--- src/rtl/dac_sched_pkg.sv ---
// rtl/dac_sched_pkg.sv - shared types and helpers for the DAC round-robin scheduler
package dac_sched_pkg;

    localparam int DAC_DW = 12;

    typedef enum logic [2:0] {
        IDLE    = 3'd0,
        START   = 3'd1,
        WAIT_LO = 3'd2,
        WAIT_HI = 3'd3,
        GAP     = 3'd4
    } state_t;

    function automatic int chan_w(input int n);
        return (n > 2) ? $clog2(n) : 1;
    endfunction

endpackage

--- src/rtl/dac_sched_rr_arb.sv ---
// rtl/dac_sched_rr_arb.sv - combinational round-robin pick starting after the last grant
module rr_arb
    import dac_sched_pkg::*;
#(
    parameter int NCH = 4,
    parameter int CW  = chan_w(NCH)
) (
    input  logic [NCH-1:0] req,
    input  logic [CW-1:0]  ptr,
    output logic [NCH-1:0] grant,
    output logic [CW-1:0]  idx,
    output logic           any
);

    always_comb begin
        int j;
        j     = 0;
        grant = '0;
        idx   = '0;
        any   = 1'b0;
        for (int i = 1; i <= NCH; i++) begin
            j = int'(ptr) + i;
            if (j >= NCH) j = j - NCH;
            if (!any && req[j]) begin
                any      = 1'b1;
                grant[j] = 1'b1;
                idx      = CW'(j);
            end
        end
    end

endmodule

--- src/rtl/dac_sched.sv ---
// rtl/dac_sched.sv - shares one serial DAC driver between NCH requesters; optional DAC_SCHED_REFRESH_EN
module dac_sched
    import dac_sched_pkg::*;
#(
    parameter int NCH     = 4,
    parameter int DW      = DAC_DW,
    parameter int TO_CYC  = 16,
    parameter int GAP_CYC = 2
`ifdef DAC_SCHED_REFRESH_EN
    ,
    parameter int REFRESH_CYC = 1024
`endif
) (
    input  logic                     clk,
    input  logic                     NRST,
    input  logic [NCH-1:0]           req,
    input  logic [NCH*DW-1:0]        din,
    output logic [NCH-1:0]           ack,
    output logic [NCH-1:0]           done,
    output logic                     busy,
    output logic                     err,
    output logic [DW-1:0]            dac_di,
    output logic                     dac_st,
    input  logic                     dac_ncs,
    output logic [chan_w(NCH)-1:0]   chan
`ifdef DAC_SCHED_REFRESH_EN
    ,
    output logic                     refresh
`endif
);

    localparam int CW = chan_w(NCH);
    localparam int TW = $clog2(TO_CYC + 1);
    localparam int GW = $clog2(GAP_CYC + 2);
    localparam logic [TW-1:0] TO_LAST  = TW'(TO_CYC - 1);
    localparam logic [GW-1:0] GAP_LAST = GW'((GAP_CYC > 0) ? GAP_CYC - 1 : 0);

    state_t         state;
    logic [CW-1:0]  ptr;
    logic [TW-1:0]  cnt;
    logic [GW-1:0]  gcnt;
    logic [NCH-1:0] g_oh;
    logic [CW-1:0]  g_idx;
    logic           g_any;
    logic           gap_end;
    logic           ref_go;
    logic           refr;
    logic [DW-1:0]  ref_word;
    logic [CW-1:0]  ref_chan;

    rr_arb #(.NCH(NCH), .CW(CW)) u_arb (
        .req   (req),
        .ptr   (ptr),
        .grant (g_oh),
        .idx   (g_idx),
        .any   (g_any)
    );

    assign busy    = (state != IDLE);
    assign gap_end = (state == GAP) && (gcnt == GAP_LAST);

`ifdef DAC_SCHED_REFRESH_EN
    localparam int RW = $clog2(REFRESH_CYC + 1);
    localparam logic [RW-1:0] RF_LAST = RW'(REFRESH_CYC - 1);

    logic [DW-1:0] shadow [NCH];
    logic [RW-1:0] icnt;
    logic [CW-1:0] rptr;
    logic          rf;

    // Refresh walks the channels in its own RR order so it never disturbs request fairness.
    assign ref_chan = (rptr == CW'(NCH - 1)) ? '0 : rptr + 1'b1;
    assign ref_word = shadow[ref_chan];
    assign ref_go   = (state == IDLE) && !g_any && (icnt == RF_LAST);
    assign refr     = rf;
    assign refresh  = rf;

    always_ff @(posedge clk or negedge NRST) begin
        if (!NRST) begin
            icnt <= '0;
            rptr <= CW'(NCH - 1);
            rf   <= 1'b0;
            for (int i = 0; i < NCH; i++) shadow[i] <= '0;
        end else begin
            if (|req)
                icnt <= '0;
            else if (state == IDLE)
                icnt <= ref_go ? '0 : icnt + 1'b1;
            if (state == IDLE && g_any)
                shadow[g_idx] <= din[int'(g_idx)*DW +: DW];
            if (ref_go) begin
                rf   <= 1'b1;
                rptr <= ref_chan;
            end else if (gap_end) begin
                rf <= 1'b0;
            end
        end
    end
`else
    assign ref_go   = 1'b0;
    assign refr     = 1'b0;
    assign ref_word = '0;
    assign ref_chan = '0;
`endif

    always_ff @(posedge clk or negedge NRST) begin
        if (!NRST) begin
            state  <= IDLE;
            ack    <= '0;
            done   <= '0;
            dac_st <= 1'b0;
            err    <= 1'b0;
            dac_di <= '0;
            chan   <= '0;
            ptr    <= CW'(NCH - 1);
            cnt    <= '0;
            gcnt   <= '0;
        end else begin
            ack    <= '0;
            done   <= '0;
            dac_st <= 1'b0;
            case (state)
                IDLE: begin
                    if (g_any) begin
                        ack    <= g_oh;
                        dac_di <= din[int'(g_idx)*DW +: DW];
                        chan   <= g_idx;
                        ptr    <= g_idx;
                        state  <= START;
                    end else if (ref_go) begin
                        dac_di <= ref_word;
                        chan   <= ref_chan;
                        state  <= START;
                    end
                end
                START: begin
                    dac_st <= 1'b1;
                    cnt    <= '0;
                    state  <= WAIT_LO;
                end
                WAIT_LO: begin
                    if (!dac_ncs) begin
                        state <= WAIT_HI;
                    end else if (cnt == TO_LAST) begin
                        err   <= 1'b1;
                        gcnt  <= '0;
                        state <= GAP;
                    end else begin
                        cnt <= cnt + 1'b1;
                    end
                end
                WAIT_HI: begin
                    // Frame length belongs to the serializer, so no timeout while NCS is low.
                    if (dac_ncs) begin
                        done[chan] <= !refr;
                        gcnt       <= '0;
                        state      <= GAP;
                    end
                end
                GAP: begin
                    if (gap_end)
                        state <= IDLE;
                    else
                        gcnt <= gcnt + 1'b1;
                end
                default: state <= IDLE;
            endcase
        end
    end

endmodule

--- config.mk ---
export PLATFORM = sky130hd
export DESIGN_NAME = dac_sched
export DESIGN_NICKNAME = d
export VERILOG_FILES = /design/src/rtl/dac_sched_pkg.sv /design/src/rtl/dac_sched_rr_arb.sv /design/src/rtl/dac_sched.sv
export SDC_FILE = /design/constraint.sdc
export NUM_CORES = 1
export LEC_CHECK = 0
export CELL_PAD_IN_SITES_DETAIL_PLACEMENT = 1
export CELL_PAD_IN_SITES_GLOBAL_PLACEMENT = 1
export CORE_ASPECT_RATIO = 2
export CORE_MARGIN = 2
export CORE_UTILIZATION = 29
export CTS_BUF_LIST = sky130_fd_sc_hd__clkbuf_16
export CTS_CLUSTER_DIAMETER = 40
export DETAILED_ROUTE_END_ITERATION = 16
export GPL_ROUTABILITY_DRIVEN = 1
export PLACE_DENSITY_LB_ADDON = 0.1
export SYNTH_ARGS = -nofsm -noshare
export SYNTH_HDL_FRONTEND = slang
export SYNTH_HIERARCHICAL = 1
export SYNTH_SLANG_ARGS = --single-unit
--- constraint.sdc ---
create_clock -name clk -period 13.5 [get_ports clk]
set_clock_uncertainty 0.15 [all_clocks]
set_input_delay 2.7 -clock clk [delete_from_list [all_inputs] [get_ports clk]]
set_output_delay 2.7 -clock clk [all_outputs]
set_load 0.05 [all_outputs]
# Word-level counts from Yosys, hierarchy flattened
# Cells that the tools add are included.
[totals]
reg_bits = 36
latchBits = 0
mem_bits_rw = 0
romBits = 0
elab_cells = 131
n_memories = 0
[classes]
addsub = 10
n_mul = 1
div = 0
n_lt_le_gt_ge = 14
eq_ne = 14
shifts = 1
mux = 57
bitwise_logic = 3
reduce_logical = 21
[ops]
columns = ["cell", "count"]
rows = [
  ["32-bit by 1-bit >= comparator with 1-bit output (second input constant)", 4],
  ["32-bit by 4-bit >= comparator with 1-bit output (second input constant)", 4],
  ["32-bit by 4-bit less-than comparator with 1-bit output (second input constant)", 4],
  ["32-bit 2-to-1 mux", 4],
  ["32-bit by 4-bit subtractor with 32-bit output (second input constant)", 4],
  ["48-bit by 7-bit indexed part select with 12-bit output", 1],
  ["4-bit 2-to-1 mux", 8],
  ["1-bit 2-to-1 mux", 18],
  ["2-bit 2-to-1 mux", 8],
  ["3-bit 2-to-1 mux", 5],
  ["3-bit one-hot mux with 5 select lines", 1],
  ["2-bit != test (second input constant)", 7],
  ["4-bit bitwise OR", 3],
  ["1-bit demux with 2-bit select", 5],
  ["5-bit 2-to-1 mux", 2],
  ["5-bit one-hot mux with 2 select lines", 1],
  ["1-bit logical AND", 9],
  ["1-bit binary-select mux with 2-bit select", 4],
  ["2-bit by 2-bit adder with 3-bit output (second input constant)", 2],
  ["3-bit by 2-bit equality test with 1-bit output (second input constant)", 2],
  ["2-bit one-hot mux with 3 select lines", 1],
  ["3-bit AND reduction", 2],
  ["3-bit nonzero test", 2],
  ["5-bit by 1-bit adder with 5-bit output (second input constant)", 1],
  ["other kinds (17)", 19],
]

# Longest topological paths before layout
# Gate-level depths: netlist of run 1.
[logic_depth]
ltp_word = 18
mapped_depth = 12

# Hierarchy
# Netlist of run 1, hierarchy kept.
[by_module_without_submodules]
columns = ["mod", "n_inst", "cells_each", "area_per_inst_um2", "seq_area_each_um2"]
rows = [
  ["dac_sched", 1, 129, 1825.5, 903.4],
  ["rr_arb", 1, 80, 636.9, 0.0],
]

# Least setup slack after synthesis of run 1
# No wires, ideal clock.
[synth_timing]
path_type = "input to register"
from = "input req[0]"
to = "register dac_di[10]"
setup_time_ps = 125
t_arrival_ps = 5107
slack_ps = 8118
path_stages = 8
n_path_buf = 2
path_cell_list = "clkbuf_2 mux4_2 or2_1 or4_1 and3_1 clkbuf_1 mux4_2 mux2_4"
[synth_via]
elab_chain_cells = 15
elab_cells_between_ends = 29
classes_between = "1 x mul; 1 x shift; 20 x mux; 7 x reduce/logical"
[synth_rtl]
columns = ["element", "line_no", "rtl"]
rows = [
  ["start, declared", "dac_sched.sv:16", "input logic [NCH-1:0] req,"],
  ["1-bit binary-select mux with 2-bit select", "dac_sched_rr_arb.sv:24", "if (!any && req[j]) begin"],
  ["1-bit 2-to-1 mux (implied by the code) (2 in a row)", "dac_sched_rr_arb.sv:24", ""],
  ["1-bit 2-to-1 mux", "dac_sched_rr_arb.sv:24", ""],
  ["1-bit zero test", "dac_sched_rr_arb.sv:24", ""],
  ["1-bit logical AND", "dac_sched_rr_arb.sv:24", ""],
  ["1-bit 2-to-1 mux", "dac_sched_rr_arb.sv:24", ""],
  ["1-bit zero test", "dac_sched_rr_arb.sv:24", ""],
  ["1-bit logical AND", "dac_sched_rr_arb.sv:24", ""],
  ["1-bit 2-to-1 mux", "dac_sched_rr_arb.sv:24", ""],
  ["1-bit zero test", "dac_sched_rr_arb.sv:24", ""],
  ["1-bit logical AND", "dac_sched_rr_arb.sv:24", ""],
  ["2-bit 2-to-1 mux (*)", "dac_sched_rr_arb.sv:24", ""],
  ["via g_idx[1]", "dac_sched.sv:43", "logic [CW-1:0] g_idx;"],
  ["2-bit by 2-bit multiplier with 4-bit output (*)", "dac_sched.sv:126", "dac_di <= din[int'(g_idx)*DW +: DW];"],
  ["48-bit by 7-bit indexed part select with 12-bit output (*)", "dac_sched.sv:126", ""],
  ["end signal, assigned", "dac_sched.sv:126", ""],
  ["end signal, assigned", "dac_sched.sv:131", "dac_di <= ref_word;"],
  ["end, declared", "dac_sched.sv:22", "output logic [DW-1:0] dac_di,"],
]
# Mark *: on every way through the listed nets, which the timed path passes. The rest lies on a longest branch. The select of a mux whose other input is x is not followed.
# A chain may end at the register's enable or synchronous reset.

# Worst setup path after layout of run 1
[layout_timing]
from = "input req[3]"
to = "register dac_di[6]"
# The elaborated chain is that of the path after synthesis.

==> results.cfg, run 1 <==
[logic_synthesis]
synth.most_common_cell = dfrtp_1
yosys_warnings = 6
synth_mux_area_share_pct = 26.0
synth_top_family_by_area = multiplexers
syn-cell-area_um2 = 2460
synth_area_leaders = dfrtp_1 (35%), mux4_2 (15%), mux2_4 (6.7%)
syn_avg_cell_area_um2 = 11.8
seq_area_frac_synth_pct = 36.7
synth_xor_area_share_pct = 0
netlist_instances = 209
synth_cell_types = 48
synthesis.nets = 275
async_flop_share_pct = 100
synth_commonest_cells = dfrtp_1 (34), mux4_2 (16), inv_1 (12), o22ai_1 (12)
synth_edf_count = 0
yosys.area.top_type = dfrtp_1
ys_ff_latch = 36
synth_compound_area_share_pct = 12.1
synth_top_cell_area_share_pct = 34.6
synth-simple-area-share_pct = 14.4
synthAdderAreaFrac_pct = 5.59
synth_flop_cell = dfrtp_1

[place]
gp_congestion = 0.861
portBuffers = 79
dp_cells = 374
dp_hpwl_mm = 5.51

[timing]
worst_pin_slew_ns = 0.990
rsz0062_at_grt = false
hold_viol = 0
setup_viol = 0
finalCriticalPeriod_ns = 5.76
fin_crit_sh_pct = 42.7
slew_headroom_pct = 34.0
tns_ns = 0
hold_slack_ns = 0.306
max_freq_ghz = 0.174
report.final.slew_viol_count = 0

[power_and_ir_drop]
clkPwrFrac_pct = 12.7
power.leakage_nw = 1.40
p_int_uw = 490
ir_drop_mv = 0.147
power_uw = 887
seqPwrFrac_pct = 22.8
power_density_nw_per_um2 = 258
power_frac_comb_pct = 64.6
switchingPower_uw = 398
p_sw_share_pct = 44.8

[setup_path]
arrival_ns = 5.77
crit_path_start_kind = input port
worstPathRequired_ns = 13.51
worstPathCellList = clkdlybuf4s50_1, mux4_2, or2_1, or4_1, and3_1, mux4_2, mux2_4
path_max_fanout = 13
cp-end-kind = flip-flop
critPathKind = input port to flip-flop
cpMostUsedCell = mux4_2
cp_slowest_cell = mux4_2
cpPeakStageDelay_ns = 0.64

[grt]
grt_pass1_wl_mm = 11.4
antenna_found_initial = 0
first_global_vias = 2102
grt_max_degree = 37
grt-ovfl-total = 0
gr-usage-all-layers_pct = 16.0

[clocking]
clkSinkCount = 36
cts.clk_slew.worst_paths_ns = 0.06
cts-root-buf = clkbuf_16
cts_resized = 0
clock_latency_ns = 0.28
postCtsHoldBufs = 0
cts_max_level = 2
cts_tree = done
numCtsBuffers = 5
cts_buffer_depth = 2
cts_setup_buffers = 0

[finish]
instances_no_fill = 382
layout-drive-gt1-share_pct = 16.5
antenna_cells = 0
nFillCells = 897
multi_input_area_um2 = 1440
regArea_um2 = 903
fin_nets = 349
area.growth.synth_to_final_pct = 39.8

[routing]
routed_wl_mm = 7.15
drc = 0
vias = 1965
drtIter0Drc = 109
detail-route-antenna-nets = 0
firstDrtPassIters = 4
wl_per_cell_um = 18.7
routed_via_density = 5.14

[floorplanning]
fp.dieArea_um2 = 9290
die_w_um = 69.2
ios = 80
num_rows = 47
die_y_um = 134
start_util_pct = 29.9
core_um2 = 8230

[min_path]
hold_class = flip-flop to flip-flop

[run]
cap_violations = 0

[status]
status = finished, final reports clean
layer usage:
| layer | routed length, um | track usage [%] | part of all wire, % | vias up |
|---|---|---|---|---|
| met4 | 297 | 8.71 | 4.2 | 0 |
| met5 | 0 | 0 | 0 | - |
| met3 | 253 | 2.93 | 3.5 | 17 |
| li1 | - | - | - | 927 |
| met2 | 4090 | 29.8 | 57 | 47 |
| met1 | 2510 | 16.4 | 35 | 974 |
stage by stage:
step | instance area (um^2) | setup slack [ns] | util (%)
3_3_place_gp | 3300 | 7.36 | 40.1
4_1_cts | 3440 | 7.67 | 41.8
6_report | 3440 | 7.74 | 41.8
3_5_place_dp | 3300 | 7.37 | 40.1
2_1_floorplan | 2460 | 8.12 | -
5_1_grt | 3440 | 7.46 | 41.8
cell usage in the layout (no fill, tap or decap), types with 2 or more instances in the layout:
cell type         n
a211oi_1          5
a21o_1            2
a21oi_1           3
and2_1            5
and3_1            4
clkbuf_16         5
clkdlybuf4s50_1  78
dfrtp_1          34
dfstp_2           2
ha_1             11
inv_1            13
mux2_2            4
mux2_4           11
mux2i_1           7
mux4_2           16
nand2_1           9
nand2b_1          8
nand3b_1          2
nand4_1           2
nor2_1           10
nor2b_1           4
nor3b_1           2
o21a_1            2
o21ai_0           3
o21ai_1           4
o22ai_1          11
o2bb2ai_1         4
or2_1             2
kinds of logic after synthesis:
family / after synthesis
compound gates: 42
mux: 38
simple gates: 57
flops: 36
buf+inv: 25
fa+ha+maj: 11
power by group through the flow:
stage / Combinational, mW / Sequential, mW / Clock (mW)
2_1_floorplan: 0.373 / 0.269 / 0
3_3_place_gp: 0.572 / 0.203 / 0
3_5_place_dp: 0.579 / 0.205 / 0
4_1_cts: 0.581 / 0.203 / 0.117
5_1_grt: 0.617 / 0.212 / 0.121
6_report: 0.573 / 0.202 / 0.112
final timing paths:
kind,start,end,slack [ns],depth (start not counted)
worst max register to register,ptr[0],dac_di[6],9.04,7
worst max-delay path,req[3],dac_di[6],7.74,7
worst min-delay path,err,err,0.31,1
max in group asynchronous,NRST,dac_di[5],10.28,1
worst min register to register,err,err,0.31,1
min in group asynchronous,NRST,cnt[2],2.37,1
worst max-delay path: cells and delay by family:
kind | cells | cell delay (ns)
simple gates | 3 | 1.18
buf+inv | 1 | 0.60
mux | 3 | 1.29
final cells by class:
| type | count | share of cell area [%] |
|---|---|---|
| multi-input combinational | 148 | 41.8 |
| sequential | 36 | 26.2 |
| timing repair buffer | 80 | 23.0 |
| clock buffer | 5 | 3.64 |
| tap | 98 | 3.56 |
| inverter | 12 | 1.31 |
| clock inverter | 3 | 0.436 |
sequential cells by signal (all words and copies together) (netlist names):
register  flops
ack           4
chan          2
cnt           5
dac_di       12
dac_st        1
done          4
err           1
gcnt          2
ptr           2
state         3
Power figures use the tool's default switching activity.
==> run 2, diff against run 1 <==
Clock period 13.5 ns to 5.9 ns, I/O delays scaled along.
==> run 2 against run 1 <==
  * Combinational power grew 130%
  * Register-to-register slack lost 7.5 ns
  * Wire length grew 0.45%
  * Non-clock buffer count grew 1
  * Design area grew 0.91%
  * Via count grew 0.25%
  * Sequential share of layout area shrank 0.24 points
  * Highest routed layer unchanged
==> results.cfg, run 2 (synthesized netlist as in run 1, its figures left out) <==
[setup_path]
cpPeakStageDelay_ns = 0.83
worstPathRequired_ns = 5.92
arrival_ns = 4.38
worstPathCellList = inv_1, ha_1, mux4_2, or2_1, or4_1, and3_1, mux4_2, mux2_4
path_max_fanout = 24
worstSetupPathDepth = 8
reg2reg_slack_ns = 1.54
path_buf_inv = 1
cpMostUsedCell = mux4_2
critPathKind = flip-flop to flip-flop
cp_slowest_cell = dfstp_2
rr_worst_depth = 8
cp-end-kind = flip-flop
crit_family = multiplexers
crit_path_start_kind = flip-flop

[grt]
use_met1_pct = 16.1
antenna_found_initial = 0
gr-usage-all-layers_pct = 16.2
grt_use_met3_pct = 2.78
grt-busiest-layer = met2
met2_usage_pct = 31.9
grt_max_degree = 37
grt_pass1_wl_mm = 11.6
grt-ovfl-total = 0
first_global_vias = 2164

[min_path]
hold_class = flip-flop to flip-flop
hold_path_depth = 1

[routing]
vias = 1970
routed_via_density = 5.14
drc = 0
wl_per_cell_um = 18.8
detail-route-antenna-nets = 0
drtIter0Drc = 67
firstDrtPassIters = 4
routed_wl_mm = 7.19

[clocking]
numCtsBuffers = 5
clock_latency_ns = 0.28
cts_setup_buffers = 0
cts_tree = done
cts.clk_slew.worst_paths_ns = 0.06
clkSinkCount = 36
cts_resized = 0
cts_max_level = 2
postCtsHoldBufs = 0
cts-root-buf = clkbuf_16
cts_buffer_depth = 2

[floorplanning]
die_y_um = 134
ios = 80
die_w_um = 69.2
start_util_pct = 29.9
core_um2 = 8230
fp.dieArea_um2 = 9290
num_rows = 47

[finish]
multi_input_area_um2 = 1440
area.growth.synth_to_final_pct = 41.1
layout_commonest_cell = clkdlybuf4s50_1
layout-drive-gt1-share_pct = 17.2
largest_reg_flops = 12
fin_nets = 350
regMostFlops = dac_di
postLayoutCoreUtil_pct = 42.2
nFillCells = 900
stdcell_area_um2 = 3470
regArea_um2 = 903
antenna_cells = 0
largestRegisters = dac_di (12), cnt (5)
mostFrequentLayoutCells = clkdlybuf4s50_1 (78), dfrtp_1 (34), mux4_2 (16), inv_1 (13)

[timing]
max_freq_ghz = 0.229
hold_slack_ns = 0.304
hold_viol = 0
tns_ns = 0
fin_crit_sh_pct = 73.9
slew_headroom_pct = 43.8
rsz0062_at_grt = false
setup_viol = 0
report.final.slew_viol_count = 0
worst_pin_slew_ns = 0.842
finalCriticalPeriod_ns = 4.36

[place]
placed_area_um2 = 3310
portBuffers = 79
gp_congestion = 0.808
dp_hpwl_mm = 5.63

[status]
status = finished, final reports clean

[power_and_ir_drop]
power_density_nw_per_um2 = 599
power.leakage_nw = 1.42
power_mw = 2.08
ir_drop_mv = 0.239

[run]
cap_violations = 0
==> run 2: worst register-to-register path: cells and delay by family, from the launching register on <==
family                     cells  cell delay (ns)
muxes                          3             1.30
and+or+nand+nor                3             1.16
DFF                            1             0.83
adders and majority gates      1             0.58
buffers and inverters          1             0.22
==> run 2: area by class of cell <==
class,instances,area share (%)
Multi-Input combinational cell,148,41.4
Sequential cell,36,26.0
Timing Repair Buffer,81,23.1
Clock buffer,5,3.60
Tap cell,98,3.53
Inverter,12,1.30
Clock inverter,3,1.12
==> run 2: worst paths after layout <==
path | from | endpoint
min in group asynchronous | NRST | err
min reg2reg | err | err
min | err | err
max reg2reg | ptr[0] | dac_di[7]
max | ptr[0] | dac_di[7]
max in group asynchronous | NRST | dac_di[1]
==> run 2: routing by layer <==
layer  wire, um  up-vias  part of all wire, %
met1       2420      997                   34
li1           -      928                    -
met3        198        7                  2.8
met4        172        0                  2.4
met2       4390       38                   61
met5          0        -                    0
==> run 2: power breakdown <==
part           internal (mW)  leakage, nW  switching, mW
clock network          0.197       0.0850          0.105
logic                  0.625        0.884          0.691
registers              0.347        0.456          0.116
==> run 2: metrics by stage <==
step	worst slack [ns]	std cells
after CTS	1.49	383
final	1.54	383
after detailed placement	1.39	375
after global placement	1.45	375
after floorplan	1.56	209
after global routing	1.33	383
==> run 3, diff against run 2 <==
Clock period 5.9 ns to 4 ns, I/O delays scaled along.
==> run 3 against run 2 <==
  * Clock power increased by 25%
  * Highest routed layer unchanged
  * Clock-buffer cell count unchanged
  * Wire length increased by 6.7%
  * First-iteration DRC count increased by 42%
  * Largest cell class unchanged
  * Non-clock buffer count increased by 11
  * Utilization increased by 0.87 points
  * Total power increased by 50%
  * Combinational power increased by 60%
  * Via count increased by 2.6%
==> results.cfg, run 3 (synthesized netlist as in run 1, its figures left out) <==
[finish]
layout-drive-gt1-share_pct = 19.9
mostFrequentLayoutCells = clkdlybuf4s50_1 (78), dfrtp_1 (34), mux4_2 (16), inv_1 (13), buf_4 (12)
largestRegisters = dac_di (12), cnt (5)
regMostFlops = dac_di
area.growth.synth_to_final_pct = 44.0
antenna_cells = 0
fin_nets = 361
nFillCells = 913
stdcell_area_um2 = 3540
layout_commonest_cell = clkdlybuf4s50_1
largest_reg_flops = 12

[timing]
setup_viol = 0
tns_ns = 0
worst_pin_slew_ns = 0.849
rsz0062_at_grt = false
finalWorstSetupSlack_ns = 0.358
hold_slack_ns = 0.306
finalCriticalPeriod_ns = 3.64
max_freq_ghz = 0.275
hold_viol = 0
slew_headroom_pct = 43.4
fin_crit_sh_pct = 91.0
report.final.slew_viol_count = 0

[clocking]
cts_tree = done
cts_max_level = 2
cts_resized = 0
cts.clk_slew.worst_paths_ns = 0.06
cts_setup_buffers = 0
cts-root-buf = clkbuf_16
clkSinkCount = 36
cts_buffer_depth = 2
numCtsBuffers = 5
postCtsHoldBufs = 0
clock_latency_ns = 0.29

[grt]
first_global_vias = 2228
antenna_found_initial = 0
grt-ovfl-total = 0
gr-usage-all-layers_pct = 16.9
grt_pass1_wl_mm = 12.1
grt_max_degree = 37

[setup_path]
crit_path_start_kind = input port
worstPathRequired_ns = 4.02
path_max_fanout = 13
cp-end-kind = flip-flop
critPathKind = input port to flip-flop
arrival_ns = 3.66

[routing]
routed_wl_mm = 7.67
drc = 0
firstDrtPassIters = 4
detail-route-antenna-nets = 0
drtIter0Drc = 95
vias = 2022
routed_via_density = 5.13
wl_per_cell_um = 19.5

[floorplanning]
ios = 80
num_rows = 47
core_um2 = 8230
start_util_pct = 29.9
die_w_um = 69.2
fp.dieArea_um2 = 9290
die_y_um = 134

[place]
placed_area_um2 = 3400
portBuffers = 79
place_ws_ns = 0.0553
gp_congestion = 0.860
dp_hpwl_mm = 6.05

[power_and_ir_drop]
switchingPower_mw = 1.39
seqPwrFrac_pct = 20.2
ir_drop_mv = 0.450
p_int_mw = 1.73
power_frac_comb_pct = 67.6
p_sw_share_pct = 44.6
clkPwrFrac_pct = 12.2
power_density_nw_per_um2 = 880
power.leakage_nw = 1.47

[run]
cap_violations = 0

[min_path]
hold_class = flip-flop to flip-flop

[status]
status = finished, final reports clean
run 3: critical path, cell delays in order:
cell             delay (ns)
clkdlybuf4s50_1        0.53
mux4_2                 0.50
or2_1                  0.27
or4_1                  0.49
and3_1                 0.40
mux4_2                 0.38
mux2_4                 0.28
run 3: layer usage:
| metal | track usage [%] | wire length, um |
|---|---|---|
| met5 | 0 | 0 |
| met4 | 6.75 | 126 |
| met3 | 2.85 | 195 |
| met2 | 34.1 | 4700 |
| met1 | 16.4 | 2640 |
run 3: metrics by stage:
| stage | util (%) | std cells | total power [mW] |
|---|---|---|---|
| global route | 43.1 | 394 | 3.31 |
| detailed placement | 41.4 | 386 | 2.77 |
| floorplan | - | 209 | 2.18 |
| finish | 43.1 | 394 | 3.12 |
| global placement | 41.4 | 386 | 2.72 |
| CTS | 43.1 | 394 | 3.16 |
run 3: worst paths after layout:
kind | from | slack [ns] | end | depth (start not counted)
max | req[3] | 0.36 | dac_di[3] | 7
min | err | 0.31 | err | 1
max reg2reg | ptr[0] | 0.43 | dac_di[3] | 8
min reg2reg | err | 0.31 | err | 1
max in group asynchronous | NRST | 2.69 | dac_di[2] | 1
min in group asynchronous | NRST | 0.47 | cnt[4] | 1
run 3: final cells by class:
class | instances | area [um^2] | area share, %
clock buffer | 5 | 125 | 3.53
clock inverter | 3 | 15.0 | 0.424
inverter | 12 | 45.0 | 1.27
multi-input combinational | 148 | 1440 | 40.6
sequential | 36 | 903 | 25.5
tap | 98 | 123 | 3.46
timing repair buffer | 92 | 896 | 25.3
run 3: power groups by stage:
stage / Sequential [mW] / Combinational, mW / Clock, mW
floorplan: 0.909 / 1.27 / 0
global placement: 0.628 / 2.09 / 0
detailed placement: 0.637 / 2.13 / 0
CTS: 0.633 / 2.13 / 0.394
global route: 0.650 / 2.25 / 0.412
finish: 0.631 / 2.11 / 0.379
